--- src/rtl/crop_pkg.sv ---
// Shared types and constants for the crop scheduler slice:
// FSM states, default frame geometry, per-pass pixel totals and
// the stored crop origin.
package crop_pkg;

    localparam int ROW_W = 10;
    localparam int COL_W = 10;

    localparam int IN_ROWS_D  = 100;
    localparam int IN_COLS_D  = 160;
    localparam int OUT_ROWS_D = 48;
    localparam int OUT_COLS_D = 48;

    // Pixels crossing each side of crop_filter in one complete pass
    localparam int IN_PIX  = IN_ROWS_D * IN_COLS_D;
    localparam int OUT_PIX = OUT_ROWS_D * OUT_COLS_D;

    typedef enum logic [2:0] {
        ST_LOAD,
        ST_IDLE,
        ST_ISSUE,
        ST_RUN,
        ST_NEXT
    } state_t;

    typedef struct packed {
        logic [ROW_W-1:0] y1;
        logic [COL_W-1:0] x1;
    } coord_t;

endpackage

--- src/rtl/crop_scheduler_if.sv ---
// Stream bundle between the scheduler, its config source and the
// crop_filter coordinate inputs. The master side is the scheduler.
interface crop_scheduler_if #(
    parameter int Y_W = 10,
    parameter int X_W = 10
);
    logic [Y_W+X_W-1:0] cfg_TDATA;
    logic               cfg_TVALID;
    logic               cfg_TREADY;

    logic [Y_W-1:0]     crop_Y1_TDATA;
    logic               crop_Y1_TVALID;
    logic               crop_Y1_TREADY;

    logic [X_W-1:0]     crop_X1_TDATA;
    logic               crop_X1_TVALID;
    logic               crop_X1_TREADY;

    modport master (
        input  cfg_TDATA, cfg_TVALID, crop_Y1_TREADY, crop_X1_TREADY,
        output cfg_TREADY, crop_Y1_TDATA, crop_Y1_TVALID,
               crop_X1_TDATA, crop_X1_TVALID
    );

    modport slave (
        output cfg_TDATA, cfg_TVALID, crop_Y1_TREADY, crop_X1_TREADY,
        input  cfg_TREADY, crop_Y1_TDATA, crop_Y1_TVALID,
               crop_X1_TDATA, crop_X1_TVALID
    );
endinterface

--- src/rtl/crop_coord_table.sv ---
// Crop origin table: accepts NUM_CROPS coordinates from the config
// stream, clamps each so the crop window stays inside the frame, and
// serves one entry to the scheduler through a combinational read port.
module crop_coord_table
    import crop_pkg::*;
#(
    parameter int IN_ROWS   = IN_ROWS_D,
    parameter int IN_COLS   = IN_COLS_D,
    parameter int OUT_ROWS  = OUT_ROWS_D,
    parameter int OUT_COLS  = OUT_COLS_D,
    parameter int NUM_CROPS = 3,
    parameter int IDX_W     = 2
) (
    input  logic             clk,
    input  logic             reset,
    input  coord_t           cfg_coord,
    input  logic             cfg_valid,
    output logic             cfg_ready,
    output logic             last_write,
    output logic             cfg_err,
    input  logic [IDX_W-1:0] rd_idx,
    output coord_t           rd_coord
);

    localparam logic [ROW_W-1:0] Y_MAX = ROW_W'(IN_ROWS - OUT_ROWS);
    localparam logic [COL_W-1:0] X_MAX = COL_W'(IN_COLS - OUT_COLS);

    coord_t           tbl [NUM_CROPS];
    coord_t           clamped;
    logic             clipped;
    logic             fire;
    logic             full;
    logic [IDX_W-1:0] ptr;

    assign fire       = cfg_ready & cfg_valid;
    assign last_write = fire & (ptr == IDX_W'(NUM_CROPS - 1));
    assign rd_coord   = tbl[rd_idx];

    // Pull out-of-range origins back to the last legal position and flag it
    always_comb begin
        clamped = cfg_coord;
        clipped = 1'b0;
        if (cfg_coord.y1 > Y_MAX) begin
            clamped.y1 = Y_MAX;
            clipped    = 1'b1;
        end
        if (cfg_coord.x1 > X_MAX) begin
            clamped.x1 = X_MAX;
            clipped    = 1'b1;
        end
    end

    // Write pointer, fill status, ready and sticky clamp flag; only reset empties the table
    always_ff @(posedge clk or negedge reset) begin
        if (!reset) begin
            ptr       <= '0;
            full      <= 1'b0;
            cfg_ready <= 1'b0;
            cfg_err   <= 1'b0;
        end else begin
            cfg_ready <= ~full & ~last_write;
            if (fire) begin
                if (clipped)
                    cfg_err <= 1'b1;
                if (last_write)
                    full <= 1'b1;
                else
                    ptr <= ptr + IDX_W'(1);
            end
        end
    end

    // Table storage carries no reset; entries are meaningless until reloaded
    always_ff @(posedge clk) begin
        if (fire)
            tbl[ptr] <= clamped;
    end

endmodule

--- src/rtl/crop_scheduler.sv ---
// Walks crop_filter through the coordinate table: issues each origin on
// the Y1/X1 streams, counts pixel handshakes until the pass is complete,
// then moves on to the next entry.
module crop_scheduler
    import crop_pkg::*;
#(
    parameter int IN_ROWS          = IN_ROWS_D,
    parameter int IN_COLS          = IN_COLS_D,
    parameter int OUT_ROWS         = OUT_ROWS_D,
    parameter int OUT_COLS         = OUT_COLS_D,
    parameter int IMG_ROW_BITWIDTH = ROW_W,
    parameter int IMG_COL_BITWIDTH = COL_W,
    parameter int NUM_CROPS        = 3,
    localparam int IDX_W           = (NUM_CROPS > 1) ? $clog2(NUM_CROPS) : 1
) (
    input  logic                   clk,
    input  logic                   reset,
    crop_scheduler_if.master       bus,
    input  logic                   start,
    input  logic                   pix_in_fire,
    input  logic                   pix_out_fire,
    output logic [IDX_W-1:0]       crop_idx,
    output logic                   crop_done,
    output logic                   all_done,
    output logic                   busy,
    output logic                   cfg_err
);

    localparam int IN_MAX  = IN_ROWS * IN_COLS;
    localparam int OUT_MAX = OUT_ROWS * OUT_COLS;
    localparam int IN_CW   = $clog2(IN_MAX + 1);
    localparam int OUT_CW  = $clog2(OUT_MAX + 1);

    state_t            state;
    coord_t            cfg_coord;
    coord_t            rd_coord;
    logic [IDX_W-1:0]  rd_idx;
    logic              last_write;
    logic [IN_CW-1:0]  in_cnt, in_next;
    logic [OUT_CW-1:0] out_cnt, out_next;
    logic              y_clear, x_clear;

    crop_coord_table #(
        .IN_ROWS   (IN_ROWS),
        .IN_COLS   (IN_COLS),
        .OUT_ROWS  (OUT_ROWS),
        .OUT_COLS  (OUT_COLS),
        .NUM_CROPS (NUM_CROPS),
        .IDX_W     (IDX_W)
    ) u_table (
        .clk        (clk),
        .reset      (reset),
        .cfg_coord  (cfg_coord),
        .cfg_valid  (bus.cfg_TVALID),
        .cfg_ready  (bus.cfg_TREADY),
        .last_write (last_write),
        .cfg_err    (cfg_err),
        .rd_idx     (rd_idx),
        .rd_coord   (rd_coord)
    );

    // Each stream is finished once its valid is down or is being accepted now
    assign y_clear = ~bus.crop_Y1_TVALID | bus.crop_Y1_TREADY;
    assign x_clear = ~bus.crop_X1_TVALID | bus.crop_X1_TREADY;

    // Split the config word, look up the entry about to be issued, and form saturating counts
    always_comb begin
        cfg_coord    = '0;
        cfg_coord.y1 = bus.cfg_TDATA[IMG_COL_BITWIDTH +: IMG_ROW_BITWIDTH];
        cfg_coord.x1 = bus.cfg_TDATA[IMG_COL_BITWIDTH-1:0];
        rd_idx       = (state == ST_NEXT) ? crop_idx + IDX_W'(1) : '0;
        in_next      = in_cnt;
        out_next     = out_cnt;
        if (pix_in_fire && in_cnt != IN_CW'(IN_MAX))
            in_next = in_cnt + IN_CW'(1);
        if (pix_out_fire && out_cnt != OUT_CW'(OUT_MAX))
            out_next = out_cnt + OUT_CW'(1);
    end

    // Pass sequencer; counters are cleared on entry to ISSUE so fires seen while
    // the coordinates are still being accepted already count toward the pass
    always_ff @(posedge clk or negedge reset) begin
        if (!reset) begin
            state              <= ST_LOAD;
            crop_idx           <= '0;
            in_cnt             <= '0;
            out_cnt            <= '0;
            crop_done          <= 1'b0;
            all_done           <= 1'b0;
            busy               <= 1'b0;
            bus.crop_Y1_TDATA  <= '0;
            bus.crop_Y1_TVALID <= 1'b0;
            bus.crop_X1_TDATA  <= '0;
            bus.crop_X1_TVALID <= 1'b0;
        end else begin
            crop_done <= 1'b0;
            all_done  <= 1'b0;
            case (state)
                ST_LOAD: begin
                    if (last_write)
                        state <= ST_IDLE;
                end
                ST_IDLE: begin
                    if (start) begin
                        state              <= ST_ISSUE;
                        crop_idx           <= '0;
                        busy               <= 1'b1;
                        in_cnt             <= '0;
                        out_cnt            <= '0;
                        bus.crop_Y1_TDATA  <= rd_coord.y1;
                        bus.crop_X1_TDATA  <= rd_coord.x1;
                        bus.crop_Y1_TVALID <= 1'b1;
                        bus.crop_X1_TVALID <= 1'b1;
                    end
                end
                ST_ISSUE: begin
                    in_cnt  <= in_next;
                    out_cnt <= out_next;
                    if (bus.crop_Y1_TREADY)
                        bus.crop_Y1_TVALID <= 1'b0;
                    if (bus.crop_X1_TREADY)
                        bus.crop_X1_TVALID <= 1'b0;
                    if (y_clear && x_clear)
                        state <= ST_RUN;
                end
                ST_RUN: begin
                    in_cnt  <= in_next;
                    out_cnt <= out_next;
                    if (in_next == IN_CW'(IN_MAX) && out_next == OUT_CW'(OUT_MAX)) begin
                        crop_done <= 1'b1;
                        state     <= ST_NEXT;
                    end
                end
                ST_NEXT: begin
                    if (crop_idx == IDX_W'(NUM_CROPS - 1)) begin
                        all_done <= 1'b1;
                        busy     <= 1'b0;
                        state    <= ST_IDLE;
                    end else begin
                        state              <= ST_ISSUE;
                        crop_idx           <= crop_idx + IDX_W'(1);
                        in_cnt             <= '0;
                        out_cnt            <= '0;
                        bus.crop_Y1_TDATA  <= rd_coord.y1;
                        bus.crop_X1_TDATA  <= rd_coord.x1;
                        bus.crop_Y1_TVALID <= 1'b1;
                        bus.crop_X1_TVALID <= 1'b1;
                    end
                end
                default: state <= ST_LOAD;
            endcase
        end
    end

endmodule

--- src/flat_wrapper.sv ---
// flat-port wrapper written by rule: the top's interface ports become plain ports
module crop_scheduler_flat import crop_pkg::*;
#(
    parameter int IN_ROWS          = IN_ROWS_D,
    parameter int IN_COLS          = IN_COLS_D,
    parameter int OUT_ROWS         = OUT_ROWS_D,
    parameter int OUT_COLS         = OUT_COLS_D,
    parameter int IMG_ROW_BITWIDTH = ROW_W,
    parameter int IMG_COL_BITWIDTH = COL_W,
    parameter int NUM_CROPS        = 3,
    localparam int IDX_W           = (NUM_CROPS > 1) ? $clog2(NUM_CROPS) : 1
)
  (clk, reset, start, pix_in_fire, pix_out_fire, crop_idx, crop_done, all_done, busy, cfg_err, bus_cfg_TDATA, bus_cfg_TVALID, bus_crop_Y1_TREADY, bus_crop_X1_TREADY, bus_cfg_TREADY, bus_crop_Y1_TDATA, bus_crop_Y1_TVALID, bus_crop_X1_TDATA, bus_crop_X1_TVALID);
  crop_scheduler_if #(.Y_W(10), .X_W(10)) bus_i ();
  input  logic clk;
  input  logic reset;
  input  logic start;
  input  logic pix_in_fire;
  input  logic pix_out_fire;
  output logic [IDX_W-1:0] crop_idx;
  output logic crop_done;
  output logic all_done;
  output logic busy;
  output logic cfg_err;
  input wire logic [$bits(bus_i.cfg_TDATA)-1:0] bus_cfg_TDATA;
  input wire logic [$bits(bus_i.cfg_TVALID)-1:0] bus_cfg_TVALID;
  input wire logic [$bits(bus_i.crop_Y1_TREADY)-1:0] bus_crop_Y1_TREADY;
  input wire logic [$bits(bus_i.crop_X1_TREADY)-1:0] bus_crop_X1_TREADY;
  output wire logic [$bits(bus_i.cfg_TREADY)-1:0] bus_cfg_TREADY;
  output wire logic [$bits(bus_i.crop_Y1_TDATA)-1:0] bus_crop_Y1_TDATA;
  output wire logic [$bits(bus_i.crop_Y1_TVALID)-1:0] bus_crop_Y1_TVALID;
  output wire logic [$bits(bus_i.crop_X1_TDATA)-1:0] bus_crop_X1_TDATA;
  output wire logic [$bits(bus_i.crop_X1_TVALID)-1:0] bus_crop_X1_TVALID;
  assign bus_i.cfg_TDATA = bus_cfg_TDATA;
  assign bus_i.cfg_TVALID = bus_cfg_TVALID;
  assign bus_i.crop_Y1_TREADY = bus_crop_Y1_TREADY;
  assign bus_i.crop_X1_TREADY = bus_crop_X1_TREADY;
  assign bus_cfg_TREADY = bus_i.cfg_TREADY;
  assign bus_crop_Y1_TDATA = bus_i.crop_Y1_TDATA;
  assign bus_crop_Y1_TVALID = bus_i.crop_Y1_TVALID;
  assign bus_crop_X1_TDATA = bus_i.crop_X1_TDATA;
  assign bus_crop_X1_TVALID = bus_i.crop_X1_TVALID;
  crop_scheduler #(.IN_ROWS(IN_ROWS), .IN_COLS(IN_COLS), .OUT_ROWS(OUT_ROWS), .OUT_COLS(OUT_COLS), .IMG_ROW_BITWIDTH(IMG_ROW_BITWIDTH), .IMG_COL_BITWIDTH(IMG_COL_BITWIDTH), .NUM_CROPS(NUM_CROPS)) u_core (.clk(clk), .reset(reset), .bus(bus_i), .start(start), .pix_in_fire(pix_in_fire), .pix_out_fire(pix_out_fire), .crop_idx(crop_idx), .crop_done(crop_done), .all_done(all_done), .busy(busy), .cfg_err(cfg_err));
endmodule
--- config.mk ---
export PLATFORM = sky130hd
export DESIGN_NAME = crop_scheduler_flat
export DESIGN_NICKNAME = d
export VERILOG_FILES = /design/src/rtl/crop_pkg.sv /design/src/rtl/crop_scheduler_if.sv /design/src/rtl/crop_coord_table.sv /design/src/rtl/crop_scheduler.sv /design/src/flat_wrapper.sv
export SDC_FILE = /design/constraint.sdc
export NUM_CORES = 1
export LEC_CHECK = 0
export ABC_AREA = 1
export BUFFER_PORTS_ARGS = -buffer_cell sky130_fd_sc_hd__clkbuf_2
export CORE_MARGIN = 3
export CORE_UTILIZATION = 25
export DETAILED_ROUTE_END_ITERATION = 12
export PLACE_DENSITY = 0.49
export SLEW_MARGIN = 40
export SYNTH_ARGS = -nofsm -noshare
export SYNTH_HDL_FRONTEND = slang
export SYNTH_SLANG_ARGS = --single-unit
--- constraint.sdc ---
create_clock -name clk -period 2.6 [get_ports clk]
set_input_delay 0.39 -clock clk [delete_from_list [all_inputs] [get_ports clk]]
set_output_delay 0.39 -clock clk [all_outputs]
set_load 0.03 [all_outputs]
* Word-level counts from Yosys, hierarchy flattened
Memory sizes are Yosys's and may differ from the RTL's.
Index checks and enable logic that the tools add are counted.
** Word-level totals
- Bits in registers :: 61
- Bits in writable memories :: 60
- Input port bits :: 28
- Output and inout port bits :: 29
- Logic and storage cells :: 109
- Memories :: 1
** Memories
- u_core.u_table.tbl :: depth 3, bits a word 20, rd ports 1, clocked after memory_dff 0, wr ports 1, RTL line crop_coord_table.sv:28 : coord_t tbl [NUM_CROPS];
** Cells by class
- Add/sub/neg operators :: 4
- $lt $le $gt $ge :: 2
- Eq/ne operators :: 18
- Multiplexer cells :: 42
- Bitwise gates (word level) :: 9
- Reduce and logical (&&, ||, !) cells :: 18
** Operators by type and width (count)
- 10-bit 2-to-1 mux :: 6
- 14-bit 2-to-1 mux :: 3
- 14-bit case mux with 3 select lines :: 1
- 10-bit case mux with 2 select lines :: 2
- 12-bit 2-to-1 mux :: 3
- 12-bit case mux with 3 select lines :: 1
- 3-bit case mux with 5 select lines :: 1
- 14-bit by 1-bit adder with 14-bit output, second input constant :: 1
- 14-bit equality test, second input constant :: 1
- 14-bit != test, second input constant :: 1
- 1-bit 2-to-1 mux :: 13
- 12-bit by 1-bit adder with 12-bit output, second input constant :: 1
- 12-bit equality test, second input constant :: 1
- 3-bit 2-to-1 mux :: 4
- 12-bit != test, second input constant :: 1
- 2-bit != test, second input constant :: 6
- 4-bit AND reduction :: 3
- 10-bit by 6-bit > comparator with 1-bit output, second input constant :: 1
- 10-bit by 7-bit > comparator with 1-bit output, second input constant :: 1
- 3-bit AND reduction :: 3
- 2-bit 2-to-1 mux :: 4
- 3-bit by 2-bit equality test with 1-bit output, second input constant :: 2
- 1-bit case mux with 3 select lines :: 2
- 2-bit AND reduction :: 3
- other kinds (15) :: 28

* Longest topological paths before layout
- Depth after elaboration :: 7
- Depth in mapped cells :: 21

* Modules after synthesis
From an unflattened synthesis, not the netlist that was laid out.
** Second synthesis, totals
- Cells, all modules :: 743
- Area, all modules :: 6224.7 um2
** By module, submodules not included
- crop_scheduler :: instances 1, cells an instance 522, area an instance 3575.9 um2, sequential area each 1401.3 um2
- crop_coord_table :: instances 1, cells an instance 221, area an instance 2648.8 um2, sequential area each 1926.8 um2

* Least setup slack after synthesis
No wires, ideal clock.
- Kind :: reg-to-reg
- Start :: reg u_core.u_table.cfg_ready
- End :: reg u_core.state[1]
- Library setup time :: 0.087 ns
- Arrival :: 2.194 ns
- Slack :: 0.319 ns
- Cell stages (with the launch flop) :: 8
- Path buffers :: 0
- Cells stage by stage :: dfrtp_1 nand2_1 nor2_1 inv_1 nand3b_1 and3_1 inv_1 o211ai_1
** Between the ends
- Longest elaborated chain between the ends :: 4
** RTL lines
- start, declared :: RTL line crop_coord_table.sv:18 : output logic cfg_ready,
- start signal, assigned :: RTL line crop_coord_table.sv:61 : cfg_ready <= ~full & ~last_write;
- 1-bit AND :: RTL line crop_coord_table.sv:35 : assign fire = cfg_ready & cfg_valid;
- 1-bit AND :: RTL line crop_coord_table.sv:36 : assign last_write = fire & (ptr == IDX_W'(NUM_CROPS - 1));
- 2-bit != test (no line)
- 4-bit AND reduction (no line)
- end signal, assigned :: RTL line crop_scheduler.sv:84 : state <= ST_LOAD;
- end signal, assigned :: RTL line crop_scheduler.sv:101 : state <= ST_IDLE;
- end signal, assigned :: RTL line crop_scheduler.sv:105 : state <= ST_ISSUE;
- end, declared :: RTL line crop_scheduler.sv:34 : state_t state;
Every way passes these cells.
A chain may end at the register's enable or synchronous reset.

* Final worst setup path
- Start :: reg u_core.in_cnt[0]
- End :: reg u_core.state[0]
** Between the ends
- Longest elaborated chain between the ends :: 7
- Elaborated cells between the ends (all ways) :: 8
- Those cells by class :: add/sub (1); eq/ne (3); mux (1); reduce/logical (3)
** RTL lines
- start, declared :: RTL line crop_scheduler.sv:39 : logic [IN_CW-1:0] in_cnt, in_next;
- start signal, assigned :: RTL line crop_scheduler.sv:117 : in_cnt <= in_next;
- start signal, assigned :: RTL line crop_scheduler.sv:127 : in_cnt <= in_next;
- parallel branches: the longest is 2 deep, another holds 14-bit by 1-bit adder with 14-bit output
- 14-bit 2-to-1 mux (*) :: RTL line crop_scheduler.sv:74 : if (pix_in_fire && in_cnt != IN_CW'(IN_MAX))
- 14-bit equality test (*) :: RTL line crop_scheduler.sv:129 : if (in_next == IN_CW'(IN_MAX) && out_next == OUT_CW'(OUT_MAX)) begin
- 1-bit logical AND (*) :: RTL line crop_scheduler.sv:129
- 2-bit by 1-bit != test with 1-bit output (no line) (*)
- 4-bit AND reduction (no line) (*)
- end signal, assigned :: RTL line crop_scheduler.sv:131 : state <= ST_NEXT;
- end signal, assigned :: RTL line crop_scheduler.sv:138 : state <= ST_IDLE;
- end signal, assigned :: RTL line crop_scheduler.sv:140 : state <= ST_ISSUE;
Every way passes the cells marked *.

==> key figures <==
STA
  – Hold_ws: 0.000696 ns
  – Final Cycle Share: 84.8%
  – RSZ-0062 raised after global routing: no
  – Final slew viol count: 0
  – Clk_skew: 0.0232 ns
  – Setup TNS: 0 ns
  – Slew headroom: 53.3%
  – Period minus WS final: 2.21 ns
  – Final setup fails: 0
  – Fmax: 453 MHz
  – Worst-Margin Slew: 0.699 ns
  – Final Hold Viols: 0

Clock network
  – Num CTS Buffers: 17
  – Root Driver: clkbuf_16
  – Clk sinks: 121
  – CTS Buffer Depth: 2
  – Deepest level of the CTS H-tree: 4
  – Hold buffers post-CTS: 0
  – CTS tree: done
  – Setup Buffers After CTS: 0
  – PostCTS Resize Cnt: 0
  – Clock latency on the worst-skew pair: 0.42 ns
  – Reg clk slew, reported paths: 0.06 ns

Yosys
  – Post-synth top area cell: edfxtp_1
  – Simple-Gate Fraction of Synth Area: 27.6%
  – Unique masters post-synth: 35
  – Main synth FF type: dfrtp_1
  – Mapped Cells: 694
  – Largest family of logic cells by synthesized area: simple AND/OR/NAND/NOR gates
  – Count leader, synth: nand2_1
  – Number of synthesized flops with an enable pin: 60
  – Compound-gate portion of the synthesized area: 7.34%
  – Ys Warns: 0
  – Yosys top cell area share: 29.7%
  – Synth area leaders: edfxtp_1, dfrtp_1, nand2_1, inv_1, nand3_1
  – Register area share after synthesis: 54.9%
  – Area share of fa/ha/maj cells after synthesis: 1.65%
  – Syn avg cell area: 8.74 um2
  – Async SR Flop Fraction: 50.4%
  – XOR/XNOR share of the synthesized area: 1.30%
  – FF+latch count, synth: 121
  – Top cells by count, synth: nand2_1, inv_1, dfrtp_1
  – Post-synthesis mux area share: 0%
  – Cell Area, Synth: 0.00606 mm2

Finish
  – Final core utilization: 31.2%
  – Register Area: 0.00333 mm2
  – # fillers: 2549
  – Net count, final: 814
  – Layout cells sized above 1: 18.7%
  – Number of diodes: 0
  – Final std cells w/o fill: 1110
  – Multi-input logic area: 0.00239 mm2
  – Syn-to-layout area delta: 21.8%

Floorplanning
  – Core Rows: 56
  – I/O pin cnt: 57
  – Die H: 162 um
  – Die Wd: 162 um
  – Core area: 0.0237 mm2
  – Die area: 0.0262 mm2
  – Starting Density: 25.6%

Setup path
  – CP Buf/Inv Count: 2
  – Crit path required time: 2.89 ns
  – Arr. time, crit path: 2.50 ns
  – Worst path max stage delay: 0.40 ns
  – Crit. End Element: flip-flop
  – CP top delay family: simple AND/OR/NAND/NOR gates
  – CP Max Fanout: 7
  – Startpoint Class: flip-flop
  – Crit path kind: flip-flop to flip-flop
  – CP Cell Sequence: inv_1 -> ha_1 -> nand2_1 -> inv_1 -> nand2_1 -> nor2_4 -> a21oi_2 -> nand2_1 -> nand2_2 -> nand2_2 -> nor2_1 -> nand2_1 -> nor2_1 -> nand2_1 -> nand2_2 -> nand2_1 -> nand2_1 -> nand2_1
  – CP dominant cell by count: nand2_1
  – CP max stage cell: dfrtp_1

Route
  – Routed wire per std cell: 13.1 um
  – 1st-pass router iterations: 5
  – Via/cell ratio: 4.26
  – Met3 WL: 552 um
  – First-iteration detailed-routing DRC count: 288
  – WL final: 14500 um
  – Vias post-DR: 4730
  – Top sig layer: met4
  – Met1 WL: 6670 um
  – Antenna-violating nets left: 0
  – Routed wl met2: 7190 um
  – Post-route DRC: 0

Global routing
  – Antenna violations before repair: 0
  – GR Util All Layers: 11.7%
  – Gr ovfl total: 0
  – Vias in the first global route: 4647
  – First-pass GRT wire length: 24400 um
  – Largest net degree at the start of global routing: 42

Power and ir drop
  – Power Dens Cells: 1040 mW/mm2
  – Total Power: 7.69 mW
  – Leakage power total: 3.37 nW
  – VDD IR max: 0.396 mV

Run
  – Max_cap viols: 0

Placement
  – Post-DP HPWL: 9960 um
  – Final Wtd Congestion: 0.860
  – Placed cell count: 1078
  – Input/output buffers: 56

Min path
  – Worst min path class: input port to asynchronous set/reset pin

Outcome
  – Status: completed
[layout make-up]
cell class	instances	area share, %
clock buffer	17	5.76
clock inverter	15	2.12
inverter	84	4.29
multi-input combinational	487	32.3
sequential	121	45.1
tap	319	5.40
timing repair buffer	67	5.08
[worst register-to-register path: cells and delay by family, from the launching register on]
family                     cells  cell delay [ns]
AOI/OAI and AO/OA              1             0.31
adders and majority gates      1             0.21
buffers and inverters          2             0.15
DFF                            1             0.40
and+or+nand+nor               14             1.04
[where the power goes]
part | switching (mW) | internal (mW) | total, mW
Combinational | 1.79 | 0.839 | 2.63
Sequential | 0.356 | 2.36 | 2.72
Clock | 0.987 | 1.36 | 2.34
Total | 3.13 | 4.56 | 7.69
[stage by stage]
step	setup WS (ns)	area, um2
3_5_place_dp	0.389	6810
2_1_floorplan	0.319	6140
4_1_cts	0.385	7390
6_report	0.394	7390
5_1_grt	0.121	7390
3_3_place_gp	0.410	6810
[cell families after synthesis]
logic type / Yosys count
fa+ha+maj: 8
flops: 121
compound gates: 69
buf+inv: 106
xor+xnor: 9
other cells: 1
simple gates: 380
[metal layers]
layer | vias up | GRT usage [%]
li1 | 2445 | -
met1 | 2171 | 15.3
met2 | 102 | 20.0
met3 | 12 | 2.37
met4 | 0 | 2.95
met5 | - | 0
[layout by cell type, fill, tap and decap left out, types with 14 or more instances in the layout]
| cell | n |
|---|---|
| o211ai_1 | 24 |
| dfrtp_1 | 61 |
| conb_1 | 21 |
| inv_1 | 70 |
| o22ai_1 | 24 |
| edfxtp_1 | 60 |
| nand3_1 | 50 |
| clkbuf_2 | 55 |
| nand4_1 | 14 |
| clkbuf_16 | 17 |
| nand2_1 | 223 |
| nor2_1 | 48 |
[final timing paths]
check	from	to	slack, ns	cells after the start
min in group clk	start	u_core.busy	0.22	3
min reg2reg	u_core.u_table.full	u_core.u_table.full	0.46	2
min	reset	u_core.out_cnt[6]	0.0007	1
max	u_core.in_cnt[0]	u_core.state[0]	0.39	18
max in group asynchronous	reset	u_core.bus.crop_Y1_TVALID	2.00	2
max reg2reg	u_core.in_cnt[0]	u_core.state[0]	0.39	18
[registers in the layout (all words and copies together), names as in the netlist, 2 cells and up]
register	cells
u_core.out_cnt	12
u_core.u_table.ptr	2
u_core.crop_idx	2
u_core.u_table.tbl	60
u_core.bus.crop_X1_TDATA	10
u_core.in_cnt	14
u_core.state	3
u_core.bus.crop_Y1_TDATA	10
Note: power is estimated with default switching activity, not from simulation.
